**config.mk**
```make
export PLATFORM = sky130hd
export DESIGN_NAME = response_collector
export DESIGN_NICKNAME = d
export VERILOG_FILES = /design/src/rtl/noc_pkg.sv /design/src/rtl/pending_scoreboard.sv /design/src/rtl/response_collector.sv
export SDC_FILE = /design/constraint.sdc
export NUM_CORES = 1
export LEC_CHECK = 0
export ABC_AREA = 0
export ABC_CLOCK_PERIOD_IN_PS = 5610
export CAP_MARGIN = 10
export CORE_MARGIN = 5
export CORE_UTILIZATION = 50
export DETAILED_ROUTE_END_ITERATION = 8
export PLACE_DENSITY = 0.73
export SLEW_MARGIN = 10
export SYNTH_ARGS = -nofsm -noshare
export SYNTH_HDL_FRONTEND = slang
export SYNTH_HIERARCHICAL = 1
export SYNTH_SLANG_ARGS = --single-unit
```
**constraint.sdc**
```tcl
create_clock -name clk -period 5.61 [get_ports clk]
set_input_delay 1.122 -clock clk [delete_from_list [all_inputs] [get_ports clk]]
set_output_delay 1.122 -clock clk [all_outputs]
set_load 0.1 [all_outputs]
```
**src/rtl/noc_pkg.sv**
```systemverilog
// Shared response-NoC definitions: packet geometry, field offsets and collector FSM states.
// The responder builds packets with the same offsets.
package noc_pkg;

   localparam int DATA_W   = 16;
   localparam int ID_W     = 6;
   localparam int RESP_W   = DATA_W + ID_W + 3;

   localparam int VALID_B  = 0;
   localparam int DEST_LSB = 1;
   localparam int DEST_W   = 2;
   localparam int ID_LSB   = 3;
   localparam int DATA_LSB = ID_LSB + ID_W;

   localparam logic [1:0] IDLE  = 2'd0;
   localparam logic [1:0] POP   = 2'd1;
   localparam logic [1:0] CHECK = 2'd2;

endpackage

```
**src/rtl/pending_scoreboard.sv**
```systemverilog
// Outstanding-query table: one bit per reg_id plus a population counter.
// Arbitrates a same-edge issue (set) against a retire (clear).
module pending_scoreboard #(
   parameter int ID_W = noc_pkg::ID_W
) (
   input  logic            clk,
   input  logic            reset,
   input  logic            issue,
   input  logic [ID_W-1:0] issue_id,
   input  logic            retire,
   input  logic [ID_W-1:0] retire_id,
   input  logic [ID_W-1:0] query_id,
   output logic            query_hit,
   output logic            dup,
   output logic [ID_W:0]   pending_cnt,
   output logic [ID_W:0]   cnt_nxt
);

   localparam int DEPTH = 2 ** ID_W;

   logic [DEPTH-1:0] pend_r;
   logic [ID_W:0]    cnt_r;
   logic             same_s;
   logic             set_s;
   logic             clr_s;
   logic             dup_s;
   logic [ID_W:0]    cnt_nxt_s;

   // Issue and retire of the same id in one cycle is a fresh query: the bit stays set, count unchanged.
   always_comb begin
      same_s    = issue && retire && (issue_id == retire_id);
      set_s     = issue && !pend_r[issue_id];
      dup_s     = issue && pend_r[issue_id] && !same_s;
      clr_s     = retire && !same_s;
      cnt_nxt_s = cnt_r + (ID_W+1)'(set_s) - (ID_W+1)'(clr_s);
   end

   // Bit table and counter; a set and a clear never target the same id, so their order is irrelevant.
   always_ff @(posedge clk or negedge reset) begin
      if (!reset) begin
         pend_r <= '0;
         cnt_r  <= '0;
      end else begin
         if (clr_s) begin
            pend_r[retire_id] <= 1'b0;
         end
         if (set_s) begin
            pend_r[issue_id] <= 1'b1;
         end
         cnt_r <= cnt_nxt_s;
      end
   end

   assign query_hit   = pend_r[query_id];
   assign dup         = dup_s;
   assign pending_cnt = cnt_r;
   assign cnt_nxt     = cnt_nxt_s;

endmodule

```
**src/rtl/response_collector.sv**
```systemverilog
// Requester-side response sink: pops NoC response packets, validates them against the
// pending-query scoreboard and writes the reply data into the local register file.
module response_collector #(
   parameter int         DATA_W  = noc_pkg::DATA_W,
   parameter int         ID_W    = noc_pkg::ID_W,
   parameter int         RESP_W  = DATA_W + ID_W + 3,
   parameter logic [1:0] MY_PORT = 2'd0
) (
   input  logic              clk,
   input  logic              reset,
   input  logic              empty,
   input  logic [RESP_W-1:0] dataIn,
   output logic              read,
   input  logic              issue,
   input  logic [ID_W-1:0]   issue_id,
   output logic              wr_en,
   output logic [ID_W-1:0]   wr_addr,
   output logic [DATA_W-1:0] wr_data,
   output logic [ID_W:0]     pending_cnt,
   output logic              all_done,
   output logic              err_unexp,
   output logic              err_port,
   output logic              err_dup,
   input  logic              err_clr
);

   import noc_pkg::*;

   localparam int D_LSB = ID_LSB + ID_W;

   logic [1:0]        state_r;
   logic [1:0]        state_nxt_s;
   logic              read_r;
   logic              read_nxt_s;
   logic              wr_en_r;
   logic              wr_en_nxt_s;
   logic [ID_W-1:0]   wr_addr_r;
   logic [DATA_W-1:0] wr_data_r;
   logic              err_unexp_r;
   logic              err_port_r;
   logic              err_dup_r;
   logic              all_done_r;
   logic              retire_s;
   logic              port_bad_s;
   logic              unexp_s;
   logic              hit_s;
   logic              dup_s;
   logic [ID_W:0]     cnt_nxt_s;

   logic              pkt_valid_s;
   logic [1:0]        pkt_dest_s;
   logic [ID_W-1:0]   pkt_id_s;
   logic [DATA_W-1:0] pkt_data_s;

   // dataIn holds the popped packet during CHECK (one cycle after read).
   assign pkt_valid_s = dataIn[VALID_B];
   assign pkt_dest_s  = dataIn[DEST_LSB +: DEST_W];
   assign pkt_id_s    = dataIn[ID_LSB +: ID_W];
   assign pkt_data_s  = dataIn[D_LSB +: DATA_W];

   pending_scoreboard #(
      .ID_W (ID_W)
   ) u_scoreboard (
      .clk         (clk),
      .reset       (reset),
      .issue       (issue),
      .issue_id    (issue_id),
      .retire      (retire_s),
      .retire_id   (pkt_id_s),
      .query_id    (pkt_id_s),
      .query_hit   (hit_s),
      .dup         (dup_s),
      .pending_cnt (pending_cnt),
      .cnt_nxt     (cnt_nxt_s)
   );

   // Next-state and per-packet decision logic.
   always_comb begin
      state_nxt_s = IDLE;
      read_nxt_s  = 1'b0;
      wr_en_nxt_s = 1'b0;
      retire_s    = 1'b0;
      port_bad_s  = 1'b0;
      unexp_s     = 1'b0;
      case (state_r)
         IDLE: begin
            if (!empty) begin
               state_nxt_s = POP;
               read_nxt_s  = 1'b1;
            end else begin
               state_nxt_s = IDLE;
               read_nxt_s  = 1'b0;
            end
         end
         POP: begin
            state_nxt_s = CHECK;
         end
         CHECK: begin
            state_nxt_s = IDLE;
            if (!pkt_valid_s || (pkt_dest_s != MY_PORT)) begin
               port_bad_s = 1'b1;
            end else if (!hit_s) begin
               unexp_s = 1'b1;
            end else begin
               wr_en_nxt_s = 1'b1;
               retire_s    = 1'b1;
            end
         end
         default: begin
            state_nxt_s = IDLE;
         end
      endcase
   end

   // FSM state and registered FIFO / register-file strobes.
   always_ff @(posedge clk or negedge reset) begin
      if (!reset) begin
         state_r    <= IDLE;
         read_r     <= 1'b0;
         wr_en_r    <= 1'b0;
         wr_addr_r  <= '0;
         wr_data_r  <= '0;
         all_done_r <= 1'b0;
      end else begin
         state_r    <= state_nxt_s;
         read_r     <= read_nxt_s;
         wr_en_r    <= wr_en_nxt_s;
         all_done_r <= (cnt_nxt_s == '0) && (state_nxt_s == IDLE);
         if (wr_en_nxt_s) begin
            wr_addr_r <= pkt_id_s;
            wr_data_r <= pkt_data_s;
         end
      end
   end

   // Sticky error flags; a clear wins over a set arriving on the same edge.
   always_ff @(posedge clk or negedge reset) begin
      if (!reset) begin
         err_unexp_r <= 1'b0;
         err_port_r  <= 1'b0;
         err_dup_r   <= 1'b0;
      end else if (err_clr) begin
         err_unexp_r <= 1'b0;
         err_port_r  <= 1'b0;
         err_dup_r   <= 1'b0;
      end else begin
         err_unexp_r <= err_unexp_r | unexp_s;
         err_port_r  <= err_port_r | port_bad_s;
         err_dup_r   <= err_dup_r | dup_s;
      end
   end

   assign read      = read_r;
   assign wr_en     = wr_en_r;
   assign wr_addr   = wr_addr_r;
   assign wr_data   = wr_data_r;
   assign all_done  = all_done_r;
   assign err_unexp = err_unexp_r;
   assign err_port  = err_port_r;
   assign err_dup   = err_dup_r;

endmodule

```
### After elaboration in Yosys (flattened, before gate mapping)

Cells that the tools add are included.

| storage, ports and cells | value |
|---|---|
| output and inout port bits | 35 |
| word-level logic and storage cells | 68 |
| flip-flop bits (word level) | 101 |
| input port bits | 36 |

| cells by class | value |
|---|---|
| multiplexer cells | 25 |
| eq/ne operators | 3 |
| magnitude comparators | 4 |
| reductions and logical operators | 17 |
| add/subtract/negate cells | 2 |
| bitwise operators | 6 |

Operators with widths:

| kind | count |
|---|---|
| $mux 64 | 2 |
| $and 64x64->64 | 1 |
| $not 64->64 | 1 |
| $or 64x64->64 | 1 |
| $mux 1 | 18 |
| $lt 6x7->1 const B | 2 |
| $bmux 1 s6 | 2 |
| $demux 1 s6 | 2 |
| $ge 6x1->1 const B | 2 |
| $logic_and 1x1->1 | 9 |
| $add 7x1->7 | 1 |
| $logic_not 7->1 | 1 |
| $sub 7x1->7 | 1 |
| $eq 6x6->1 | 1 |
| $logic_not 2->1 | 2 |
| $pmux 2 s2 | 1 |
| $logic_not 1->1 | 3 |
| $or 1x1->1 | 3 |
| $eq 2x1->1 const B | 1 |
| $eq 2x2->1 const B | 1 |
| $reduce_bool 2->1 | 1 |
| $logic_or 1x1->1 | 1 |

### Logic depth before layout (Yosys ltp)

| logic depth | value |
|---|---|
| depth in word-level cells | 12 |
| gate-level depth with buffers | 24 |
| gate-level depth less buffers | 21 |

### Modules after synthesis

Netlist, hierarchy kept.

Modules (own cells, without submodules):

| module | area an instance (µm²) | cells an instance | instances | seq. area each (µm²) |
|---|---|---|---|---|
| pending_scoreboard | 4309.1 | 412 | 1 | 1776.7 |
| response_collector | 1197.4 | 70 | 1 | 725.7 |

### Worst setup path before layout

Ideal clock, no wire load.

| timing path | value |
|---|---|
| path kind | input to register |
| from | in dataIn[4] |
| to | reg all_done_r (netlist: all_done) |
| path buffers | 4 |
| cell stages on the path | 23 |
| arrival time | 5.635 ns |
| data required time | 5.523 ns |
| setup slack | -0.112 ns |
| setup time | 0.087 ns |
| cells stage by stage | buf_2 -> buf_2 -> mux4_2 -> mux2i_1 -> mux4_2 -> mux2i_1 -> and3_1 -> buf_6 -> buf_12 -> nand2_1 -> nor4_1 -> a21oi_1 -> ha_1 -> inv_1 -> ha_1 -> fa_1 -> a21o_1 -> a21oi_1 -> o21bai_1 -> a21oi_1 -> xnor2_1 -> or4_1 -> nor3_1 |

| on the way | value |
|---|---|
| word-level cells in the longest chain between the ends | 12 |
| elaborated cells between the ends (all ways) | 13 |
| classes of those cells | 1 x add/sub; 1 x eq/ne; 5 x mux; 6 x reduce/logical |

Ends and longest elaborated chain:

| item | line | source |
|---|---|---|
| start, declared | response_collector.sv:12 | `input logic [RESP_W-1:0] dataIn,` |
| $bmux 1 s6 (*) | pending_scoreboard.sv:54 | `assign query_hit = pend_r[query_id];` |
| $mux 1 (implied by the code) (*) | pending_scoreboard.sv:54 |  |
| named net hit_s | response_collector.sv:46 | `logic hit_s;` |
| $mux 1 (*) | response_collector.sv:102 | `end else if (!hit_s) begin` |
| $mux 1 (*) | response_collector.sv:100 | `if (!pkt_valid_s \|\| (pkt_dest_s != MY_PORT)) begin` |
| $mux 1 (*) | response_collector.sv:85 | `case (state_r)` |
| named net retire_s | response_collector.sv:43 | `logic retire_s;` |
| $logic_and 1x1->1 (2 in series) | pending_scoreboard.sv:31 | `same_s = issue && retire && (issue_id == retire_id);` |
| $logic_not 1->1 | pending_scoreboard.sv:34 | `clr_s = retire && !same_s;` |
| $logic_and 1x1->1 (*) | pending_scoreboard.sv:34 |  |
| $sub 7x1->7 (*) | pending_scoreboard.sv:35 | `cnt_nxt_s = cnt_r + (ID_W+1)'(set_s) - (ID_W+1)'(clr_s);` |
| named net cnt_nxt_s[6] | response_collector.sv:48 | `logic [ID_W:0] cnt_nxt_s;` |
| $logic_not 7->1 (*) | response_collector.sv:128 | `all_done_r <= (cnt_nxt_s == '0) && (state_nxt_s == IDLE);` |
| $logic_and 1x1->1 (*) | response_collector.sv:128 |  |
| end signal, assigned | response_collector.sv:128 |  |
| end, declared | response_collector.sv:42 | `logic all_done_r;` |

The timed path passes the listed nets; every way through them passes the cells marked *. The select of a mux whose other input is x is not followed.
A chain may end at the register's enable or synchronous reset.

### Final worst setup path

| timing path | value |
|---|---|
| from | in dataIn[3] |
| to | reg all_done_r (netlist: all_done) |

| on the way | value |
|---|---|
| word-level cells in the longest chain between the ends | 12 |
| elaborated cells between the ends (all ways) | 13 |
| classes of those cells | 1 x add/sub; 1 x eq/ne; 5 x mux; 6 x reduce/logical |

Ends and longest elaborated chain:

| item | line |
|---|---|
| $bmux 1 s6 (*) | pending_scoreboard.sv:54 |
| $mux 1 (implied by the code) (*) | pending_scoreboard.sv:54 |
| named net hit_s | response_collector.sv:46 |
| $mux 1 (*) | response_collector.sv:102 |
| $mux 1 (*) | response_collector.sv:100 |
| $mux 1 (*) | response_collector.sv:85 |
| $logic_and 1x1->1 (2 in series) | pending_scoreboard.sv:31 |
| $logic_not 1->1 | pending_scoreboard.sv:34 |
| $logic_and 1x1->1 (*) | pending_scoreboard.sv:34 |
| $sub 7x1->7 (*) | pending_scoreboard.sv:35 |
| named net cnt_nxt_s[6] | response_collector.sv:48 |
| $logic_not 7->1 (*) | response_collector.sv:128 |
| $logic_and 1x1->1 (*) | response_collector.sv:128 |

Marks and branches as above.

==> results.sh <==
export IMPL_status="complete, no violations"
export IMPL_wl_per_cell_um=23.0
export IMPL_path_depth=21
export IMPL_end_kind="flip-flop"
export IMPL_path_class="in -> reg"
export IMPL_final_layout_size_suffix_gt1_frac=0.190
export IMPL_dp_slack_ps=-234
export IMPL_final_util=0.612
export IMPL_vdd_drop_max_mv=0.344
export IMPL_overflow=0
export IMPL_synth_warnings=6
export IMPL_p_seq_frac=0.379
export IMPL_wl_um=16200
export IMPL_core_area_um2=10800
export IMPL_cp_top_family="multiplexers"
export IMPL_synth_distinct_cells=56
export IMPL_fin_crit_sh=0.964
export IMPL_crit_arrival_ps=5710
export IMPL_io_pins=71
export IMPL_crit_path_start_kind="input port"
export IMPL_synthTopCellsByCount="100 x dfrtp_1, 96 x o21ai_0, 32 x o31ai_1"
export IMPL_clk_path_buf_depth=2
export IMPL_endpoint="all_done"
export IMPL_hold_violations=0
export IMPL_power_w=0.00264
export IMPL_r2r_cells=19
export IMPL_critPathMaxFanout=5
export IMPL_die_h_um=115
export IMPL_die_width_um=115
export IMPL_path_buf_inv=3
export IMPL_hold_class="reg -> reg"
export IMPL_async_reset_ff_frac=1.00
export IMPL_clock_skew_ps=13.8
export IMPL_setup_ws_ps=200
export IMPL_h_tree_depth=3
export IMPL_r2r_end="all_done"
export IMPL_die_area_um2=13200
export IMPL_synth_yosys_seq_area_share=0.454
export IMPL_clkSinkCount=100
export IMPL_internal_power_w=0.00148
export IMPL_synth_nets=526
export IMPL_place_inst=685
export IMPL_synth_edf_count=0
export IMPL_antenna_left=0
export IMPL_synth_area_top_cells="dfrtp_1 45%, o21ai_0 8.7%, mux4_2 8.6%"
export IMPL_rows=38
export IMPL_synth_top_area_cell="dfrtp_1"
export IMPL_start_util=0.508
export IMPL_p_per_area_nw_per_um2=398
export IMPL_max_stage_delay_ps=520
export IMPL_grt_pass1_wl_um=24800
export IMPL_reg2reg_from="u_scoreboard/pend_r[63]"
export IMPL_io_buffers=70
export IMPL_cpMaxStageDelayCell="mux4_2"
export IMPL_crit_top_cell="a21oi_1"
export IMPL_yosysMostFrequentCell="dfrtp_1"
export IMPL_holdBufCountCts=0
export IMPL_tritoncts="yes"
export IMPL_worstPathRequired_ps=5910
export IMPL_syn_area_per_cell_um2=11.4
export IMPL_finalMaxSlewViolations=0
export IMPL_grt_max_degree=59
export IMPL_synthFlopType="dfrtp_1"
export IMPL_grt_antenna_before_repair=0
export IMPL_root_buffer="clkbuf_8"
export IMPL_dpl_hpwl_um=11100
export IMPL_worstMarginPinSlew_ps=1140
export IMPL_antenna_cells=0
export IMPL_synthCells=482
export IMPL_swShare=0.438
export IMPL_numCtsBuffers=9
export IMPL_drv_cap=0
export IMPL_synth_area_um2=5510
export IMPL_dr_pass1_iters=5
export IMPL_drtIter0Drc=412
export IMPL_min_period_ps=5410
export IMPL_synthToLayoutAreaGrowth_pct=20.5
export IMPL_route_detailed_drc=0
export IMPL_final_cells=704
export IMPL_slew_headroom=0.242
export IMPL_regToRegSetupSlack_ps=1180
export IMPL_comb_power_share=0.457
export IMPL_place_gp_congestion=0.920
export IMPL_yosysTopAreaCellShare=0.454
export IMPL_clkTransAtPathRegs_ps=100
export IMPL_crit_chain="clkdlybuf4s50_1, buf_6, mux4_2, mux4_2, a21oi_2, mux2i_1, and3_1, nand2_1, nor4_4, a21oi_1, ha_1, inv_1, ha_1, fa_1, a21o_1, a21oi_1, o21bai_1, a21oi_1, xnor2_1, or4_1, nor3_2"
export IMPL_clkLatencyLatePin_ps=380
export IMPL_ys_ff_latch=100
export IMPL_max_freq_mhz=185
export IMPL_grt_usage=0.245
export IMPL_nets=603
export IMPL_grt_pass1_vias=4495
export IMPL_switching_power_w=0.00116
export IMPL_pwr_share_clk=0.164
export IMPL_setup_tns_ps=0
export IMPL_setup_violations=0
export IMPL_leakagePower_nw=2.73
export IMPL_vias=4543
export IMPL_setup_worst_path_start="dataIn[3]"
export IMPL_viasPerCell=6.45
-- worst register-to-register path: cells and delay by family (launching register included) --
family                     cells  cell delay (ps)
AOI/OAI and AO/OA              6              960
xor gates and xnor gates       1              100
adders and majority gates      3              740
buffers and inverters          1               40
DFF                            1              420
muxes                          3             1130
and+or+nand+nor                5              970
-- routing by layer --
metal | track usage | wire length [um]
met1 | 0.314 | 6240
met2 | 0.386 | 7610
met3 | 0.0642 | 1660
met4 | 0.125 | 693
met5 | 0 | 0
-- sequential cells by signal, summed over array words and instances, names as in the netlist --
name                      count
all_done                      1
err_dup                       1
err_port                      1
err_unexp                     1
read                          1
state_r                       1
u_scoreboard/pend_r          64
u_scoreboard/pending_cnt      7
wr_addr                       6
wr_data                      16
wr_en                         1
-- cell type report --
type,count,area [um^2]
clock buffers,9,124
clock inverters,7,56.3
fillers,921,4210
inverters,17,63.8
multi-input cells,337,2760
flip-flops and latches,100,2500
well taps,140,175
repair buffers,94,952
-- worst min-delay path by stage --
stage                          start          to  slack, ps  cells past startpoint
final                     state_r[1]  state_r[1]        490                      1
after global routing      state_r[1]  state_r[1]        510                      1
after CTS                 state_r[1]  state_r[1]        490                      1
after detailed placement  state_r[1]  state_r[1]        470                      1
after global placement    state_r[1]  state_r[1]        460                      1
after floorplan           state_r[1]  state_r[1]        430                      1
-- what timing repair did --
action	in CTS	in global routing
resized for setup	0	6
setup buffers	0	2
endpoints found under the setup margin	0	1
endpoints found under the hold margin	0	0
-- cell families (layout without fill, tap and decap cells) --
kind of cell | count (synthesis) | count (layout) | synth area share
AOI/OAI and AO/OA | 173 | 173 | 0.192
DFF | 100 | 100 | 0.454
and+or+nand+nor | 77 | 77 | 0.0745
muxes | 67 | 67 | 0.191
buffers and inverters | 45 | 127 | 0.0495
xor gates and xnor gates | 12 | 12 | 0.0191
adders and majority gates | 8 | 8 | 0.0195
-- cells in the final DEF (no fill, tap or decap), drive strengths merged, types with 2 or more instances in the layout --
cell	instances
o31ai	32
a21o	2
a32oi	2
mux2i	13
o22ai	3
mux4	21
clkdlybuf4s50	68
a22oi	6
a21oi	11
or4	2
nand2	20
nor2	12
nand3	15
o21bai	2
buf	24
inv	21
nor3	3
xnor2	5
nand3b	5
and3	2
a211oi	6
a221oi	3
clkinv	2
ha	7
mux2	33
o21ai	96
and2	2
xor2	7
dfrtp	100
clkbuf	10
nor2b	9
-- power groups by stage --
stage / combinational, W / sequential, W / clock, W
6_report: 0.00121 / 0.000999 / 0.000433
5_1_grt: 0.00128 / 0.00101 / 0.000473
3_3_place_gp: 0.00117 / 0.00100 / 0
4_1_cts: 0.00120 / 0.000995 / 0.000446
2_1_floorplan: 0.000493 / 0.00138 / 0
3_5_place_dp: 0.00120 / 0.00101 / 0
-- per-stage QoR --
step	hold WS [ps]	area, um^2
after global routing	512	6630
after CTS	485	6570
after floorplan	434	5520
final	488	6630
after detailed placement	468	6380
after global placement	464	6380
(Power assumes the default switching activity.)
